File: src/rtl/keypad_entry.sv
// keypad_entry: multi-digit keypad entry controller.
//   Synchronises and debounces a raw keypad scanner, then applies one action per press:
//   digits 0-9 shift into a BCD buffer, 0xA commits the buffer (enter), 0xB removes the
//   newest digit (backspace), 0xC clears the buffer, 0xD-0xF are ignored.
// Ports:
//   clk          system clock
//   reset        asynchronous active-low reset
//   key_value    raw scanner key code (unsynchronised)
//   key_down     raw scanner key-pressed level (unsynchronised, bouncy)
//   out          live entry buffer, newest digit in [3:0]
//   count        number of digits in the buffer
//   value        last committed entry
//   value_valid  one-cycle pulse when value updates
//   overflow     sticky: a digit was dropped because the buffer was full
//   key_strobe   one-cycle pulse on every accepted press
module keypad_entry #(
   parameter int unsigned DIGITS          = 4,
   parameter int unsigned DEBOUNCE_CYCLES = 16,
   parameter int unsigned CW              = $clog2(DIGITS + 1)
) (
   input  logic                  clk,
   input  logic                  reset,
   input  logic [3:0]            key_value,
   input  logic                  key_down,
   output logic [DIGITS*4-1:0]   out,
   output logic [CW-1:0]         count,
   output logic [DIGITS*4-1:0]   value,
   output logic                  value_valid,
   output logic                  overflow,
   output logic                  key_strobe
);

   localparam int unsigned W   = DIGITS * 4;
   localparam int unsigned DBW = $clog2(DEBOUNCE_CYCLES + 1);

   typedef enum logic [1:0] {StIdle, StPressDb, StHeld, StReleaseDb} state_e;

   state_e         state_q, state_d;
   logic           kd_s1_q, kd_s1_d, kd_s2_q, kd_s2_d;
   logic [3:0]     kv_s1_q, kv_s1_d, kv_s2_q, kv_s2_d;
   logic [1:0]     prime_q, prime_d;
   logic           armed_q, armed_d;
   logic [DBW-1:0] cnt_q, cnt_d;
   logic [3:0]     cand_q, cand_d;
   logic [W-1:0]   out_q, out_d, value_q, value_d;
   logic [CW-1:0]  count_q, count_d;
   logic           value_valid_q, value_valid_d;
   logic           overflow_q, overflow_d;
   logic           key_strobe_q, key_strobe_d;
   logic           fire;
   logic           cnt_done;

   // Synchronisers, plus a priming shift register that marks when kd_s2_q holds a real sample.
   always_comb begin
      kd_s1_d = key_down;
      kd_s2_d = kd_s1_q;
      kv_s1_d = key_value;
      kv_s2_d = kv_s1_q;
      prime_d = {prime_q[0], 1'b1};
   end

   // Debounce FSM. A key held across reset is not accepted until it has been seen released:
   // armed_q only rises once the primed synchroniser reports key_down low.
   always_comb begin
      state_d  = state_q;
      cnt_d    = cnt_q;
      cand_d   = cand_q;
      fire     = 1'b0;
      armed_d  = armed_q | (prime_q[1] & ~kd_s2_q);
      cnt_done = (cnt_q + DBW'(1)) == DBW'(DEBOUNCE_CYCLES);
      case (state_q)
         StIdle: begin
            if (kd_s2_q && armed_q) begin
               cand_d = kv_s2_q;
               cnt_d  = DBW'(1);
               if (DEBOUNCE_CYCLES == 1) begin
                  state_d = StHeld;
                  fire    = 1'b1;
               end else begin
                  state_d = StPressDb;
               end
            end
         end
         StPressDb: begin
            if (!kd_s2_q) begin
               state_d = StIdle;
            end else if (kv_s2_q != cand_q) begin
               cand_d = kv_s2_q;
               cnt_d  = DBW'(1);
            end else begin
               cnt_d = cnt_q + DBW'(1);
               if (cnt_done) begin
                  state_d = StHeld;
                  fire    = 1'b1;
               end
            end
         end
         StHeld: begin
            if (!kd_s2_q) begin
               cnt_d   = DBW'(1);
               state_d = (DEBOUNCE_CYCLES == 1) ? StIdle : StReleaseDb;
            end
         end
         StReleaseDb: begin
            if (kd_s2_q) begin
               state_d = StHeld;
            end else begin
               cnt_d = cnt_q + DBW'(1);
               if (cnt_done) state_d = StIdle;
            end
         end
         default: state_d = StIdle;
      endcase
   end

   // Key actions, applied on the edge the press is accepted.
   always_comb begin
      out_d         = out_q;
      count_d       = count_q;
      value_d       = value_q;
      value_valid_d = 1'b0;
      overflow_d    = overflow_q;
      key_strobe_d  = fire;
      if (fire) begin
         if (cand_d <= 4'h9) begin
            if (count_q < CW'(DIGITS)) begin
               // Shift form keeps DIGITS=1 legal: out_q << 4 is all zeros there.
               out_d   = (out_q << 4) | W'(cand_d);
               count_d = count_q + CW'(1);
            end else begin
               overflow_d = 1'b1;
            end
         end else begin
            case (cand_d)
               4'hA: begin
                  if (count_q != '0) begin
                     value_d       = out_q;
                     value_valid_d = 1'b1;
                     out_d         = '0;
                     count_d       = '0;
                     overflow_d    = 1'b0;
                  end
               end
               4'hB: begin
                  if (count_q != '0) begin
                     out_d      = out_q >> 4;
                     count_d    = count_q - CW'(1);
                     overflow_d = 1'b0;
                  end
               end
               4'hC: begin
                  out_d      = '0;
                  count_d    = '0;
                  overflow_d = 1'b0;
               end
               default: ;
            endcase
         end
      end
   end

   always_ff @(posedge clk or negedge reset) begin
      if (!reset) begin
         kd_s1_q       <= 1'b0;
         kd_s2_q       <= 1'b0;
         kv_s1_q       <= '0;
         kv_s2_q       <= '0;
         prime_q       <= '0;
         armed_q       <= 1'b0;
         state_q       <= StIdle;
         cnt_q         <= '0;
         cand_q        <= '0;
         out_q         <= '0;
         count_q       <= '0;
         value_q       <= '0;
         value_valid_q <= 1'b0;
         overflow_q    <= 1'b0;
         key_strobe_q  <= 1'b0;
      end else begin
         kd_s1_q       <= kd_s1_d;
         kd_s2_q       <= kd_s2_d;
         kv_s1_q       <= kv_s1_d;
         kv_s2_q       <= kv_s2_d;
         prime_q       <= prime_d;
         armed_q       <= armed_d;
         state_q       <= state_d;
         cnt_q         <= cnt_d;
         cand_q        <= cand_d;
         out_q         <= out_d;
         count_q       <= count_d;
         value_q       <= value_d;
         value_valid_q <= value_valid_d;
         overflow_q    <= overflow_d;
         key_strobe_q  <= key_strobe_d;
      end
   end

   assign out         = out_q;
   assign count       = count_q;
   assign value       = value_q;
   assign value_valid = value_valid_q;
   assign overflow    = overflow_q;
   assign key_strobe  = key_strobe_q;

endmodule
File: config.mk
export PLATFORM = sky130hd
export DESIGN_NAME = keypad_entry
export DESIGN_NICKNAME = d
export VERILOG_FILES = /design/src/rtl/keypad_entry.sv
export SDC_FILE = /design/constraint.sdc
export NUM_CORES = 1
export LEC_CHECK = 0
export CORE_UTILIZATION = 54
export DETAILED_ROUTE_END_ITERATION = 8
export PLACE_DENSITY_LB_ADDON = 0.08
export SETUP_SLACK_MARGIN = 0.05
export SKIP_CTS_REPAIR_TIMING = 1
export SYNTH_ARGS = -nofsm -noshare
export SYNTH_HDL_FRONTEND = slang
export SYNTH_SLANG_ARGS = --single-unit
File: constraint.sdc
create_clock -name clk -period 3.4 [get_ports clk]
set_input_delay 0.68 -clock clk [delete_from_list [all_inputs] [get_ports clk]]
set_output_delay 0.68 -clock clk [all_outputs]
set_load 0.01 [all_outputs]
==> flow_summary.ini, run 1 <==
[die]
io-pin-count = 45
die-width_um = 75.92
dieArea_um2 = 5763
num_rows = 26
start_util = 0.5704
coreArea_um2 = 5172
die_h_um = 75.92

[timing]
maxSlewHeadroom = 0.4443
fmax_mhz = 388.6
finalCriticalPeriod_ns = 2.573
finalHoldViolCount = 0
fin_crit_sh = 0.7569
grt_setup_unrepaired = false
finalSetupTns_ns = 0
setup_viol = 0
skew_ns = 0.01365
post-route-worst-setup-slack_ns = 0.8266
max_slew.worst_pin.slew_ns = 0.8335
slew_violations = 0

[clocking]
clk_path_buf_depth = 2
numCtsBuffers = 9
cts_root_buf = clkbuf_8
cts_tree = built
clk_pin_slew_ns = 0.06
h-tree-depth = 3
cts.sinks = 62
insertion_delay_ns = 0.34

[pwr]
power.density_nw_per_um2 = 446.6
switching_share = 0.2135
p_leak_nw = 1.608
seq_power_share = 0.471
peakVddDrop_mv = 0.3709
clkPwrFrac = 0.470
p_int_mw = 1.291
p_comb_frac = 0.060
p_sw_mw = 0.3503
finalPower_mw = 1.641

[run]
maxCapViolations = 0

[status]
status = complete, no violations

[detailed_routing]
drt-total-wl_um = 5828
via_count = 2078
drt_first_pass_iters = 4
viasPerCell = 5.725
drt_iter0_markers = 78
remaining_drc_errors = 0
ant_nets = 0
wl_per_cell_um = 16.06

[finish]
syn_to_final_growth_pct = 24.55
drive_gt1_frac = 0.1911
nNetsFinal = 301
fin_cells = 363
utilization = 0.7105
antenna_cells = 0

[worst_setup_path]
cp_num_cells = 7
slowest_delay_ns = 0.46
ff2ff_path_depth = 7
path_buf_inv = 1
worst_ep_arrival_time_ns = 2.79
r2r_end = out[8]
critical_path_required_ns = 3.61
cp_cell_sequence = ha_1 -> nand3_1 -> xnor2_4 -> o2111ai_4 -> a2111oi_4 -> buf_4 -> mux2_2
worstSetupPathType = reg2reg
r2r_start = cnt_q[0]
crit_fanout = 18
endpoint = out[8]
cp_top_family = compound AO/OA/AOI/OAI gates
cp-start-kind = flop
crit_start = cnt_q[0]
r2r_setup_slack_ns = 0.83
cp_slowest_cell = dfrtp_1
cp-end-kind = flop

[yosys]
ys_top_cells_by_count = 62 x dfrtp_1, 25 x mux2_2, 11 x inv_1, 10 x o21ai_0
synth-async-reset-ratio = 1.000
ys_ff_latch = 62
synth_area_leader_cell = dfrtp_1
syn_inst = 240
synth_flop_cell = dfrtp_1
syn_nets = 252
synth_top_area_frac = 0.5259
synth_edf_count = 0
synth_area_per_cell_um2 = 12.29
yosysMostFrequentCell = dfrtp_1
synth_warnings = 0
yosysUniqueCellTypes = 52
synth_seq_area_share = 0.5259
syn_area_um2 = 2950
synthTopCellsByArea = dfrtp_1 53%, mux2_2 9.5%, a22o_1 2.7%

[global_route]
grt_overflow = 0
grt_usage = 0.2233
antenna_found_initial = 0
grt_pass1_vias = 2045
grt_pass1_wl_um = 9998
grt_max_degree = 39

[place]
dp.cells = 348
hpwl_um = 4023
gp_congestion = 0.8911
dp_slack_ns = 0.8738
port_buffers = 44

[min_path]
hold_class = reg2reg
worst min path at each step:
stage          slack (ns)         end  startpoint  depth (start not counted)
3_5_place_dp         0.33     kd_s2_q     kd_s1_q                          0
6_report             0.35  kv_s2_q[0]  kv_s1_q[0]                          0
3_3_place_gp         0.33  kv_s2_q[0]  kv_s1_q[0]                          0
4_1_cts              0.35  kv_s2_q[0]  kv_s1_q[0]                          0
5_1_grt              0.36     kd_s2_q     kd_s1_q                          0
2_1_floorplan        0.33     kd_s2_q     kd_s1_q                          0
metrics by stage:
| step | instance area, µm² | hold WS, ns |
|---|---|---|
| 5_1_grt | 3675 | 0.3557 |
| 3_3_place_gp | 3438 | 0.3318 |
| 2_1_floorplan | 2950 | 0.3312 |
| 4_1_cts | 3675 | 0.3486 |
| 3_5_place_dp | 3438 | 0.3347 |
| 6_report | 3675 | 0.3475 |
power groups by stage:
stage | combinational (mW) | clock [mW] | sequential, mW
2_1_floorplan | 0.0661 | 0 | 0.777
3_3_place_gp | 0.0968 | 0 | 0.785
3_5_place_dp | 0.0972 | 0 | 0.785
4_1_cts | 0.0979 | 0.778 | 0.772
5_1_grt | 0.110 | 0.811 | 0.774
6_report | 0.0977 | 0.771 | 0.773
final cells by class:
type | count | area, µm²
Inverter | 11 | 41.29
Clock inverter | 4 | 95.09
Timing Repair Buffer | 48 | 465.4
Clock buffer | 11 | 141.4
Sequential cell | 62 | 1551
Fill cell | 372 | 1498
Multi-Input combinational cell | 157 | 1292
Tap cell | 70 | 87.58
cells in the final DEF (no fill, tap or decap), types with 4 or more instances in the layout:
master / instances
a21boi_0: 4
a21oi_1: 8
a22o_1: 9
a31oi_1: 4
buf_4: 4
clkbuf_8: 10
clkdlybuf4s50_1: 43
dfrtp_1: 62
ha_1: 5
inv_1: 11
mux2_2: 25
mux2_4: 5
nand2_1: 8
nand3_1: 8
nor2_1: 9
nor2b_1: 5
o21ai_0: 10
o2bb2ai_1: 4
xnor2_1: 4
registers in the layout (all words and copies together), names as in the netlist, 2 cells and up, named ones only:
| signal | count |
|---|---|
| count | 3 |
| value | 16 |
| cnt_q | 5 |
| kv_s1_q | 4 |
| kv_s2_q | 4 |
| cand_q | 4 |
| prime_q | 2 |
| out | 16 |
metal layers:
metal,global-route usage,up-vias,share of wire
li1,-,985,-
met1,0.3193,1042,0.49
met2,0.3355,44,0.46
met3,0.05422,7,0.040
met4,0.07500,0,0.0098
met5,0,-,0
logic make-up (layout without fill, tap and decap cells):
group / after synthesis / count (layout) / synth area share
compound gates: 62 / 62 / 0.1654
flops: 62 / 62 / 0.5259
simple gates: 52 / 52 / 0.1014
mux: 32 / 32 / 0.1277
buf+inv: 21 / 74 / 0.03605
fa+ha+maj: 5 / 5 / 0.02120
xor+xnor: 5 / 5 / 0.02120
other cells: 1 / 1 / 0.001271
Note: power is estimated with default switching activity, not from simulation.
==> inputs of run 2 (changes only) <==
Settings changed: CORE_UTILIZATION 54 to 48.
Clock period 3.4 ns to 2.35 ns, I/O delays scaled along.
==> run 2 against run 1 <==
  * Utilization fell by 7.0 points
  * Setup slack got worse by 0.68 ns
  * Routed wire length rose by 3.3%
  * Non-clock buffer count rose by 13
  * Largest cell class unchanged
  * Register-to-register slack got worse by 0.68 ns
  * First-iteration DRC count rose by 68%
  * Critical path depth fell by 1
  * Clock power rose by 2.9%
  * Global-route usage fell by 0.96 points
  * Final cell count rose by 5.2%
  * Count of clock-buffer cells in the layout fell by 1
==> flow_summary.ini, run 2 (same netlist as run 1, synthesis figures left out) <==
[status]
status = complete, no violations

[worst_setup_path]
worst_ep_arrival_time_ns = 2.42
slowest_delay_ns = 0.48
r2r_setup_slack_ns = 0.14
critical_path_required_ns = 2.57
cp_slowest_cell = dfrtp_1
worstSetupPathType = reg2reg
endpoint = out[0]
crit_start = kv_s2_q[2]
ff2ff_path_depth = 6
r2r_start = kv_s2_q[2]
crit_fanout = 18
cp-end-kind = flop
cp_cell_sequence = xnor2_1 -> nand4_1 -> or2_4 -> a2111oi_4 -> buf_12 -> mux2_2
cp-start-kind = flop
r2r_end = out[0]

[clocking]
cts_root_buf = clkbuf_8
cts_tree = built
insertion_delay_ns = 0.34
clk_pin_slew_ns = 0.08
cts.sinks = 62
numCtsBuffers = 9
clk_path_buf_depth = 2
h-tree-depth = 3

[finish]
mostFrequentLayoutCell = dfrtp_1
fin_cells = 382
drive_gt1_frac = 0.2573
utilization = 0.6407
layout_common_cells = 60 x dfrtp_1, 43 x clkdlybuf4s50_1, 25 x mux2_2
syn_to_final_growth_pct = 28.58
antenna_cells = 0
nNetsFinal = 314
n_fill_cell = 484

[detailed_routing]
wl_per_cell_um = 15.77
viasPerCell = 5.599
remaining_drc_errors = 0
via_count = 2139
wl_met1_um = 3061
drt_iter0_markers = 131
highest_layer = met4
ant_nets = 0
drt-total-wl_um = 6023
wl_met2_um = 2681
drt_first_pass_iters = 4
route.met3.wl_um = 207

[die]
coreArea_um2 = 5921
die-width_um = 80.40
start_util = 0.4983
dieArea_um2 = 6464
num_rows = 28
io-pin-count = 45
die_h_um = 80.40

[place]
port_buffers = 44
hpwl_um = 4298
gp_congestion = 0.8723
dp.cells = 366

[timing]
grt_setup_unrepaired = false
skew_ns = 0.01076
fin_crit_sh = 0.9388
maxSlewHeadroom = 0.6560
max_slew.worst_pin.slew_ns = 0.5161
finalHoldViolCount = 0
setup_viol = 0
finalSetupTns_ns = 0
slew_violations = 0
fmax_mhz = 453.3
finalCriticalPeriod_ns = 2.206

[pwr]
peakVddDrop_mv = 0.4279
power.density_nw_per_um2 = 546.8
p_leak_nw = 1.651

[global_route]
grt_usage = 0.2138
grt_max_degree = 27
grt_pass1_vias = 2076
grt_pass1_wl_um = 10250
grt_overflow = 0
antenna_found_initial = 0

[min_path]
hold_class = in2async

[run]
maxCapViolations = 0
-- run 2: cell types whose count changed in the layout (fill, tap and decap cells not counted), sizes merged --
cell / before / now
clkinv: 1 / 4
bufinv: 3 / 0
clkbuf: 11 / 10
buf: 5 / 18
clkinvlp: 0 / 2
-- run 2: worst max-delay path: cells and delay by family (launching register included) --
family / cells / cell delay (ns)
AO/OA/AOI/OAI: 1 / 0.38
XOR/XNOR: 1 / 0.21
buffers and inverters: 1 / 0.21
flip-flops: 1 / 0.48
multiplexers: 1 / 0.34
AND/OR/NAND/NOR: 2 / 0.46
-- run 2: power breakdown --
part,switching (mW),internal [mW]
Sequential,0.0291,1.09
Combinational,0.0961,0.0688
Clock,0.415,0.378
-- run 2: worst min path at each step --
stage               startpoint                    endpoint  slack, ns  cells past startpoint
global route             reset                 value_valid       0.13                      1
global placement    kv_s1_q[0]                  kv_s2_q[0]       0.33                      0
floorplan                reset  asynchronous set/reset pin       0.17                      0
detailed placement  kv_s1_q[0]                  kv_s2_q[0]       0.33                      0
finish                   reset                 value_valid       0.10                      1
CTS                      reset                   value[10]       0.10                      1
-- run 2: area by class of cell --
cell class,instances,area [µm²],share of cell area
flip-flops and latches,62,1554,0.4096
clock inverters,6,38.79,0.01022
well taps,75,93.84,0.02474
repair buffers,61,588.1,0.1550
clock buffers,10,127.6,0.03364
multi-input cells,157,1350,0.3559
inverters,11,41.29,0.01088
-- run 2: layer usage --
layer  vias up  track usage
li1       1015            -
met1      1074       0.3069
met2        43       0.3127
met3         7      0.05682
met4         0      0.06964
met5         -            0
-- run 2: stage by stage --
step	hold slack [ns]	cell area (µm²)	setup slack (ns)	total power [mW]
3_3_place_gp	0.3310	3593	0.2065	1.293
5_1_grt	0.1297	3794	0.06673	2.165
2_1_floorplan	0.1744	2978	0.05051	1.223
3_5_place_dp	0.3347	3593	0.1614	1.294
6_report	0.1022	3794	0.1439	2.074
4_1_cts	0.1004	3760	0.1335	2.095
==> inputs of run 3 (changes only) <==
Settings changed: SLEW_MARGIN from default to 25.
==> results of run 3 <==
Final layout, timing and power as in run 2 (identical DEF).
